## src/rtl/spi_pkt_pkg.sv

```systemverilog
// Shared constants and types for the SPI command-packet decoder.
package spi_pkt_pkg;

  localparam logic [7:0] SYNC_BYTE  = 8'hA5;
  localparam logic [7:0] CMD_WR_INC = 8'h01;
  localparam logic [7:0] CMD_WR_FIX = 8'h02;

  typedef enum logic [1:0] {
    ERR_BAD_CMD  = 2'd0,
    ERR_BAD_LEN  = 2'd1,
    ERR_CHECKSUM = 2'd2,
    ERR_TIMEOUT  = 2'd3
  } err_code_t;

  typedef enum logic [2:0] {
    ST_IDLE   = 3'd0,
    ST_CMD    = 3'd1,
    ST_ADDR   = 3'd2,
    ST_LEN    = 3'd3,
    ST_DATA   = 3'd4,
    ST_CHK    = 3'd5,
    ST_COMMIT = 3'd6
  } pkt_state_t;

  function automatic logic cmd_is_valid(input logic [7:0] cmd);
    return (cmd == CMD_WR_INC) || (cmd == CMD_WR_FIX);
  endfunction

endpackage

```

## src/rtl/spi_pkt_buffer.sv

```systemverilog
// Payload staging RAM: written during DATA, read back while committing.
module spi_pkt_buffer #(
  parameter int unsigned DEPTH = 16,
  localparam int unsigned IDX_W = (DEPTH > 1) ? $clog2(DEPTH) : 1
) (
  input  logic             clk,
  input  logic             we,
  input  logic [IDX_W-1:0] wr_idx,
  input  logic [7:0]       wr_data,
  input  logic [IDX_W-1:0] rd_idx,
  output logic [7:0]       rd_data_c
);

  logic [7:0] mem [DEPTH];

  // Contents are don't-care after reset, so the array carries no reset.
  always_ff @(posedge clk) begin
    if (we) mem[wr_idx] <= wr_data;
  end

  assign rd_data_c = mem[rd_idx];

endmodule

```

## src/rtl/spi_pkt_decoder.sv

```systemverilog
// Frames SPI bytes into SYNC/CMD/ADDR/LEN/DATA packets and issues byte writes.
// Define SPI_PKT_CHECKSUM_EN to add the CHK byte, payload buffering and COMMIT.
module spi_pkt_decoder
  import spi_pkt_pkg::*;
#(
  parameter int unsigned ADDR_W         = 8,
  parameter int unsigned MAX_LEN        = 16,
  parameter int unsigned TIMEOUT_CYCLES = 65535
) (
  input  logic              clk,
  input  logic              reset_n,
  input  logic [7:0]        byte_in,
  input  logic              byte_valid,
  output logic              wr_en,
  output logic [ADDR_W-1:0] wr_addr,
  output logic [7:0]        wr_data,
  output logic              pkt_ok,
  output logic              pkt_err,
  output logic [1:0]        err_code,
  output logic              busy,
  output logic [7:0]        pkt_cnt
);

  localparam int unsigned LEN_W = $clog2(MAX_LEN + 1);
  localparam int unsigned TMO_W = $clog2(TIMEOUT_CYCLES + 1);

  pkt_state_t        state_q, state_d;
  logic [ADDR_W-1:0] addr_q, addr_d;
  logic [LEN_W-1:0]  len_q, len_d;
  logic [LEN_W-1:0]  cnt_q, cnt_d;
  logic              inc_q, inc_d;
  logic [TMO_W-1:0]  tmo_q;

  logic              wr_en_d, ok_d, err_d;
  logic [ADDR_W-1:0] wr_addr_d;
  logic [7:0]        wr_data_d;
  err_code_t         code_d;
  logic              timed;
  logic              last;

`ifdef SPI_PKT_CHECKSUM_EN
  localparam int unsigned IDX_W = (MAX_LEN > 1) ? $clog2(MAX_LEN) : 1;

  logic [7:0] xor_q, xor_d;
  logic       buf_we;
  logic [7:0] buf_rd_data;

  spi_pkt_buffer #(
    .DEPTH (MAX_LEN)
  ) u_buffer (
    .clk       (clk),
    .we        (buf_we),
    .wr_idx    (IDX_W'(cnt_q)),
    .wr_data   (byte_in),
    .rd_idx    (IDX_W'(cnt_q)),
    .rd_data_c (buf_rd_data)
  );
`endif

  assign timed = (state_q != ST_IDLE) && (state_q != ST_COMMIT);
  assign last  = (cnt_q == (len_q - LEN_W'(1)));

  // State and datapath registers
  always_ff @(posedge clk or negedge reset_n) begin
    if (!reset_n) begin
      state_q <= ST_IDLE;
      addr_q  <= '0;
      len_q   <= '0;
      cnt_q   <= '0;
      inc_q   <= 1'b0;
`ifdef SPI_PKT_CHECKSUM_EN
      xor_q   <= '0;
`endif
    end else begin
      state_q <= state_d;
      addr_q  <= addr_d;
      len_q   <= len_d;
      cnt_q   <= cnt_d;
      inc_q   <= inc_d;
`ifdef SPI_PKT_CHECKSUM_EN
      xor_q   <= xor_d;
`endif
    end
  end

  // Inter-byte idle counter, only meaningful while a packet is being received
  always_ff @(posedge clk or negedge reset_n) begin
    if (!reset_n) begin
      tmo_q <= '0;
    end else if (!timed || byte_valid) begin
      tmo_q <= '0;
    end else if (tmo_q != TMO_W'(TIMEOUT_CYCLES)) begin
      tmo_q <= tmo_q + TMO_W'(1);
    end
  end

  always_comb begin
    state_d   = state_q;
    addr_d    = addr_q;
    len_d     = len_q;
    cnt_d     = cnt_q;
    inc_d     = inc_q;
    wr_en_d   = 1'b0;
    wr_addr_d = addr_q;
    wr_data_d = byte_in;
    ok_d      = 1'b0;
    err_d     = 1'b0;
    code_d    = ERR_BAD_CMD;
`ifdef SPI_PKT_CHECKSUM_EN
    xor_d     = xor_q;
    buf_we    = 1'b0;
`endif

    case (state_q)
      ST_IDLE: begin
        if (byte_valid && (byte_in == SYNC_BYTE)) state_d = ST_CMD;
      end

      ST_CMD: begin
        if (byte_valid) begin
          if (cmd_is_valid(byte_in)) begin
            inc_d   = (byte_in == CMD_WR_INC);
            state_d = ST_ADDR;
`ifdef SPI_PKT_CHECKSUM_EN
            xor_d   = byte_in;
`endif
          end else begin
            err_d   = 1'b1;
            code_d  = ERR_BAD_CMD;
            state_d = ST_IDLE;
          end
        end
      end

      ST_ADDR: begin
        if (byte_valid) begin
          addr_d  = ADDR_W'(byte_in);
          state_d = ST_LEN;
`ifdef SPI_PKT_CHECKSUM_EN
          xor_d   = xor_q ^ byte_in;
`endif
        end
      end

      ST_LEN: begin
        if (byte_valid) begin
          if (32'(byte_in) > MAX_LEN) begin
            err_d   = 1'b1;
            code_d  = ERR_BAD_LEN;
            state_d = ST_IDLE;
          end else begin
            len_d = LEN_W'(byte_in);
            cnt_d = '0;
`ifdef SPI_PKT_CHECKSUM_EN
            xor_d   = xor_q ^ byte_in;
            state_d = (byte_in == 8'h00) ? ST_CHK : ST_DATA;
`else
            if (byte_in == 8'h00) begin
              ok_d    = 1'b1;
              state_d = ST_IDLE;
            end else begin
              state_d = ST_DATA;
            end
`endif
          end
        end
      end

      ST_DATA: begin
        if (byte_valid) begin
`ifdef SPI_PKT_CHECKSUM_EN
          // Stage only; writes wait until the checksum has been verified
          buf_we = 1'b1;
          xor_d  = xor_q ^ byte_in;
          if (last) begin
            cnt_d   = '0;
            state_d = ST_CHK;
          end else begin
            cnt_d = cnt_q + LEN_W'(1);
          end
`else
          wr_en_d   = 1'b1;
          wr_addr_d = addr_q;
          wr_data_d = byte_in;
          if (inc_q) addr_d = addr_q + ADDR_W'(1);
          cnt_d = cnt_q + LEN_W'(1);
          if (last) begin
            ok_d    = 1'b1;
            state_d = ST_IDLE;
          end
`endif
        end
      end

`ifdef SPI_PKT_CHECKSUM_EN
      ST_CHK: begin
        if (byte_valid) begin
          if (byte_in != xor_q) begin
            err_d   = 1'b1;
            code_d  = ERR_CHECKSUM;
            state_d = ST_IDLE;
          end else if (len_q == LEN_W'(0)) begin
            ok_d    = 1'b1;
            state_d = ST_IDLE;
          end else begin
            // First buffered write goes out on the cycle right after CHK
            wr_en_d   = 1'b1;
            wr_addr_d = addr_q;
            wr_data_d = buf_rd_data;
            if (inc_q) addr_d = addr_q + ADDR_W'(1);
            cnt_d = cnt_q + LEN_W'(1);
            if (len_q == LEN_W'(1)) begin
              ok_d    = 1'b1;
              state_d = ST_IDLE;
            end else begin
              state_d = ST_COMMIT;
            end
          end
        end
      end

      ST_COMMIT: begin
        wr_en_d   = 1'b1;
        wr_addr_d = addr_q;
        wr_data_d = buf_rd_data;
        if (inc_q) addr_d = addr_q + ADDR_W'(1);
        cnt_d = cnt_q + LEN_W'(1);
        if (last) begin
          ok_d    = 1'b1;
          state_d = ST_IDLE;
        end
      end
`endif

      default: state_d = ST_IDLE;
    endcase

    // A byte arriving on the expiry cycle wins over the abort
    if (timed && !byte_valid && (tmo_q == TMO_W'(TIMEOUT_CYCLES - 1))) begin
      state_d = ST_IDLE;
      wr_en_d = 1'b0;
      ok_d    = 1'b0;
      err_d   = 1'b1;
      code_d  = ERR_TIMEOUT;
    end
  end

  // Registered outputs
  always_ff @(posedge clk or negedge reset_n) begin
    if (!reset_n) begin
      wr_en    <= 1'b0;
      wr_addr  <= '0;
      wr_data  <= '0;
      pkt_ok   <= 1'b0;
      pkt_err  <= 1'b0;
      err_code <= 2'd0;
      busy     <= 1'b0;
      pkt_cnt  <= '0;
    end else begin
      wr_en   <= wr_en_d;
      pkt_ok  <= ok_d;
      pkt_err <= err_d;
      busy    <= (state_d != ST_IDLE);
      if (wr_en_d) begin
        wr_addr <= wr_addr_d;
        wr_data <= wr_data_d;
      end
      if (err_d) err_code <= code_d;
      if (ok_d)  pkt_cnt  <= pkt_cnt + 8'd1;
    end
  end

endmodule

```

## config.mk

```make
export PLATFORM = sky130hd
export DESIGN_NAME = spi_pkt_decoder
export DESIGN_NICKNAME = d
export VERILOG_FILES = /design/src/rtl/spi_pkt_pkg.sv /design/src/rtl/spi_pkt_buffer.sv /design/src/rtl/spi_pkt_decoder.sv
export SDC_FILE = /design/constraint.sdc
export NUM_CORES = 1
export LEC_CHECK = 0
export BUFFER_PORTS_ARGS = -buffer_cell sky130_fd_sc_hd__buf_2
export CORE_ASPECT_RATIO = 0.75
export CORE_MARGIN = 4
export CORE_UTILIZATION = 40
export DETAILED_ROUTE_END_ITERATION = 7
export GPL_TIMING_DRIVEN = 0
export PLACE_DENSITY_LB_ADDON = 0.25
export RECOVER_POWER = 100
export SLEW_MARGIN = 20
export SYNTH_ARGS = -nofsm -noshare
export SYNTH_HDL_FRONTEND = slang
export SYNTH_SLANG_ARGS = --single-unit
```

## constraint.sdc

```tcl
create_clock -name clk -period 4.4 [get_ports clk]
set_clock_uncertainty 0.05 [all_clocks]
set_input_delay 0.88 -clock clk [delete_from_list [all_inputs] [get_ports clk]]
set_output_delay 0.88 -clock clk [all_outputs]
set_load 0.01 [all_outputs]
```

==> results.py <==
metrics = {
    "routing": {
        "vias_per_cell": 5.36,
        "vias": 2791,
        "drt-wirelength-per-cell_um": 15.1,
        "firstDrtPassIters": 4,
        "drt-total-wl_um": 7850,
        "detail-route-antenna-nets": 0,
        "drc": 0,
        "drt_iter0_drc": 145,
    },
    "finish": {
        "finalNonFillerCells": 521,
        "multi_input_area_um2": 1600,
        "final_nets": 426,
        "nFillCells": 834,
        "area_delta_synth_final_pct": 15.9,
        "drive_gt1_share_pct": 7.51,
        "antenna_cells": 0,
        "seq_area_um2": 1700,
        "fin_area_um2": 4030,
    },
    "timing": {
        "rsz0062_at_grt": "no",
        "fin_crit_ns": 3.08,
        "setup_viol": 0,
        "hold_viol": 0,
        "hold_ws_ns": 0.410,
        "clock.fmax_ghz": 0.325,
        "fin_crit_sh_pct": 69.9,
        "slew_headroom_pct": -5.09,
        "drv_slew": 29,
        "fin_ws_ns": 1.32,
        "timing.setup.tns_ns": 0,
        "worst_pin_slew_ns": 1.58,
    },
    "power_and_ir_drop": {
        "peakVddDrop_uv": 167,
        "p_leak_nw": 1.81,
        "powerDensity_nw_per_um2": 362,
    },
    "synthesis": {
        "synth_common_cells": "69 x nand2_1, 68 x dfrtp_1, 24 x nor2_1",
        "ys_seq_area_share_pct": 48.9,
        "synth.area.top_cells": "dfrtp_1 49%, nand2_1 7.4%, xnor2_1 4.3%, xor2_1 3.0%, nor2_1 2.6%",
        "yosysWarnings": 0,
        "synth.ff_latch_count": 68,
        "syn-num-nets": 378,
        "synth_edf_count": 0,
        "ys.flop_type": "dfrtp_1",
        "synthArstFlopShare_pct": 100,
        "synthDistinctLibCells": 53,
        "synthCells": 361,
        "syn_area_um2": 3480,
        "post-synth-top-count-cell": "nand2_1",
        "yosys.area.top_type": "dfrtp_1",
        "synth_top_cell_area_share_pct": 48.9,
        "syn_area_per_cell_um2": 9.63,
    },
    "placement": {
        "place_area_um2": 3810,
        "dp_hpwl_um": 5550,
        "port_buffers": 36,
        "place_congestion": 0.852,
        "place_ws_ns": 1.56,
        "place_inst": 506,
    },
    "floorplan": {
        "fp.dieH_um": 88.7,
        "dieArea_um2": 10300,
        "die_x_um": 116,
        "core_area_um2": 8450,
        "initial_core_util_pct": 41.1,
        "num_rows": 29,
        "num_io_pins": 41,
    },
    "clocking": {
        "cts_max_level": 3,
        "cts.sinks": 68,
        "cts_root_buf": "clkbuf_16",
        "insertion_delay_ns": 0.33,
        "cts.path.max_buffers": 2,
        "post_cts_buffers": 0,
        "cts_tree": "built",
        "cts_buffers": 9,
        "cts_resized": 0,
        "hold_buffers": 0,
        "path_clk_slew_ns": 0.05,
    },
    "run": {
        "drv_cap": 1,
    },
    "setup_path": {
        "start_kind": "flop",
        "reg2reg_from": "state_q[0]",
        "cp_max_fo": 10,
        "critical_path_class": "flop to flop",
        "arrival_ns": 3.29,
        "worstPathRequired_ns": 4.62,
        "end_kind": "flop",
        "crit_start": "state_q[0]",
        "r2r_cells": 9,
    },
    "grt": {
        "grt_pass1_vias": 2636,
        "grt_use_total_pct": 16.5,
        "grt_antenna_before_repair": 0,
        "grt_max_degree": 41,
        "gr-total-overflow": 0,
        "grt_first_pass_wirelength_um": 13100,
    },
    "run_status": {
        "status": "finished, violations left",
        "violations": "capacitance limit, slew limit",
    },
    "hold_path": {
        "hp-start": "pkt_cnt[7]",
        "hold_class": "flop to flop",
        "min_path_cells": 1,
    },
}
==> cells in the final DEF, fill, tap and decap left out, types with 3 or more instances in the layout <==
cell type and n:
clkbuf_1 49, o21ai_0 12, nand2_1 69, nor2_1 24
and3_1 4, buf_2 7, mux2_2 3, nand4_1 6
a31oi_1 6, nor3_1 9, dfrtp_1 68, a21oi_1 11
xor2_1 12, nand3_1 14, a211oi_1 6, inv_1 13
nand2b_1 3, o31ai_1 4, xnor2_1 17, or2_2 3
nand3b_1 3, nor4_1 4, a2111oi_0 7, ha_1 6
nor3b_1 3, o22a_1 10, clkbuf_16 9
==> flip-flops by register name (all words and copies together), names as in the netlist <==
signal and flops:
wr_data 8, pkt_err 1, len_q 5, inc_q 1, busy 1, state_q 3
err_code 2, tmo_q 16, addr_q 8, pkt_cnt 8, cnt_q 5, pkt_ok 1
wr_addr 8, wr_en 1
==> logic make-up (layout without fill, tap and decap cells) <==
group	after synthesis	count (layout)	synth area share (%)
adders and majority gates	6	6	2.16
xor gates and xnor gates	29	29	7.30
and+or+nand+nor	152	152	21.1
DFF	68	68	48.9
AOI/OAI and AO/OA	70	70	15.0
buffers and inverters	31	83	3.96
muxes	5	5	1.55
==> final cells by class <==
| cell class | count | area share (%) |
|---|---|---|
| buffer | 18 | 2.11 |
| clock buffer | 13 | 5.96 |
| clock inverter | 2 | 1.49 |
| inverter | 13 | 1.21 |
| multi-input combinational | 262 | 39.7 |
| sequential | 68 | 42.2 |
| tap | 108 | 3.35 |
| timing repair buffer | 37 | 4.00 |
==> critical path, stage by stage, from the launching register on <==
cell,delay [ns]
dfrtp_1,0.35
clkbuf_1,0.21
nor3b_1,0.91
nand2_1,0.17
clkbuf_1,0.29
inv_1,0.17
clkbuf_1,0.41
buf_2,0.32
nand2_1,0.09
nand2_1,0.06
==> per-stage QoR <==
stage / power, mW / util (%)
2_1_floorplan: 0.700 / -
3_3_place_gp: 0.731 / 44.9
3_5_place_dp: 0.735 / 45.1
4_1_cts: 1.48 / 48.7
5_1_grt: 1.52 / 47.7
6_report: 1.46 / 47.7
==> report_power, final <==
| part | internal (mW) | switching (mW) | total, mW |
|---|---|---|---|
| sequential | 0.640 | 0.0154 | 0.655 |
| clock | 0.493 | 0.244 | 0.737 |
| combinational | 0.0255 | 0.0416 | 0.0671 |
==> final timing paths <==
check	endpoint	slack (ns)
min in group asynchronous	len_q[1]	0.89
max	wr_addr[4]	1.32
min reg2reg	pkt_cnt[7]	0.41
min	pkt_cnt[7]	0.41
max in group asynchronous	wr_addr[4]	2.49
max reg2reg	wr_addr[4]	1.32
==> per-layer routing <==
metal	up-vias	share of wire, %	track usage [%]
met5	-	0	0
met4	0	1.6	5.69
met3	15	6.0	4.51
met2	70	42	23.3
met1	1340	50	24.3
li1	1366	-	-
(Power assumes the default switching activity.)
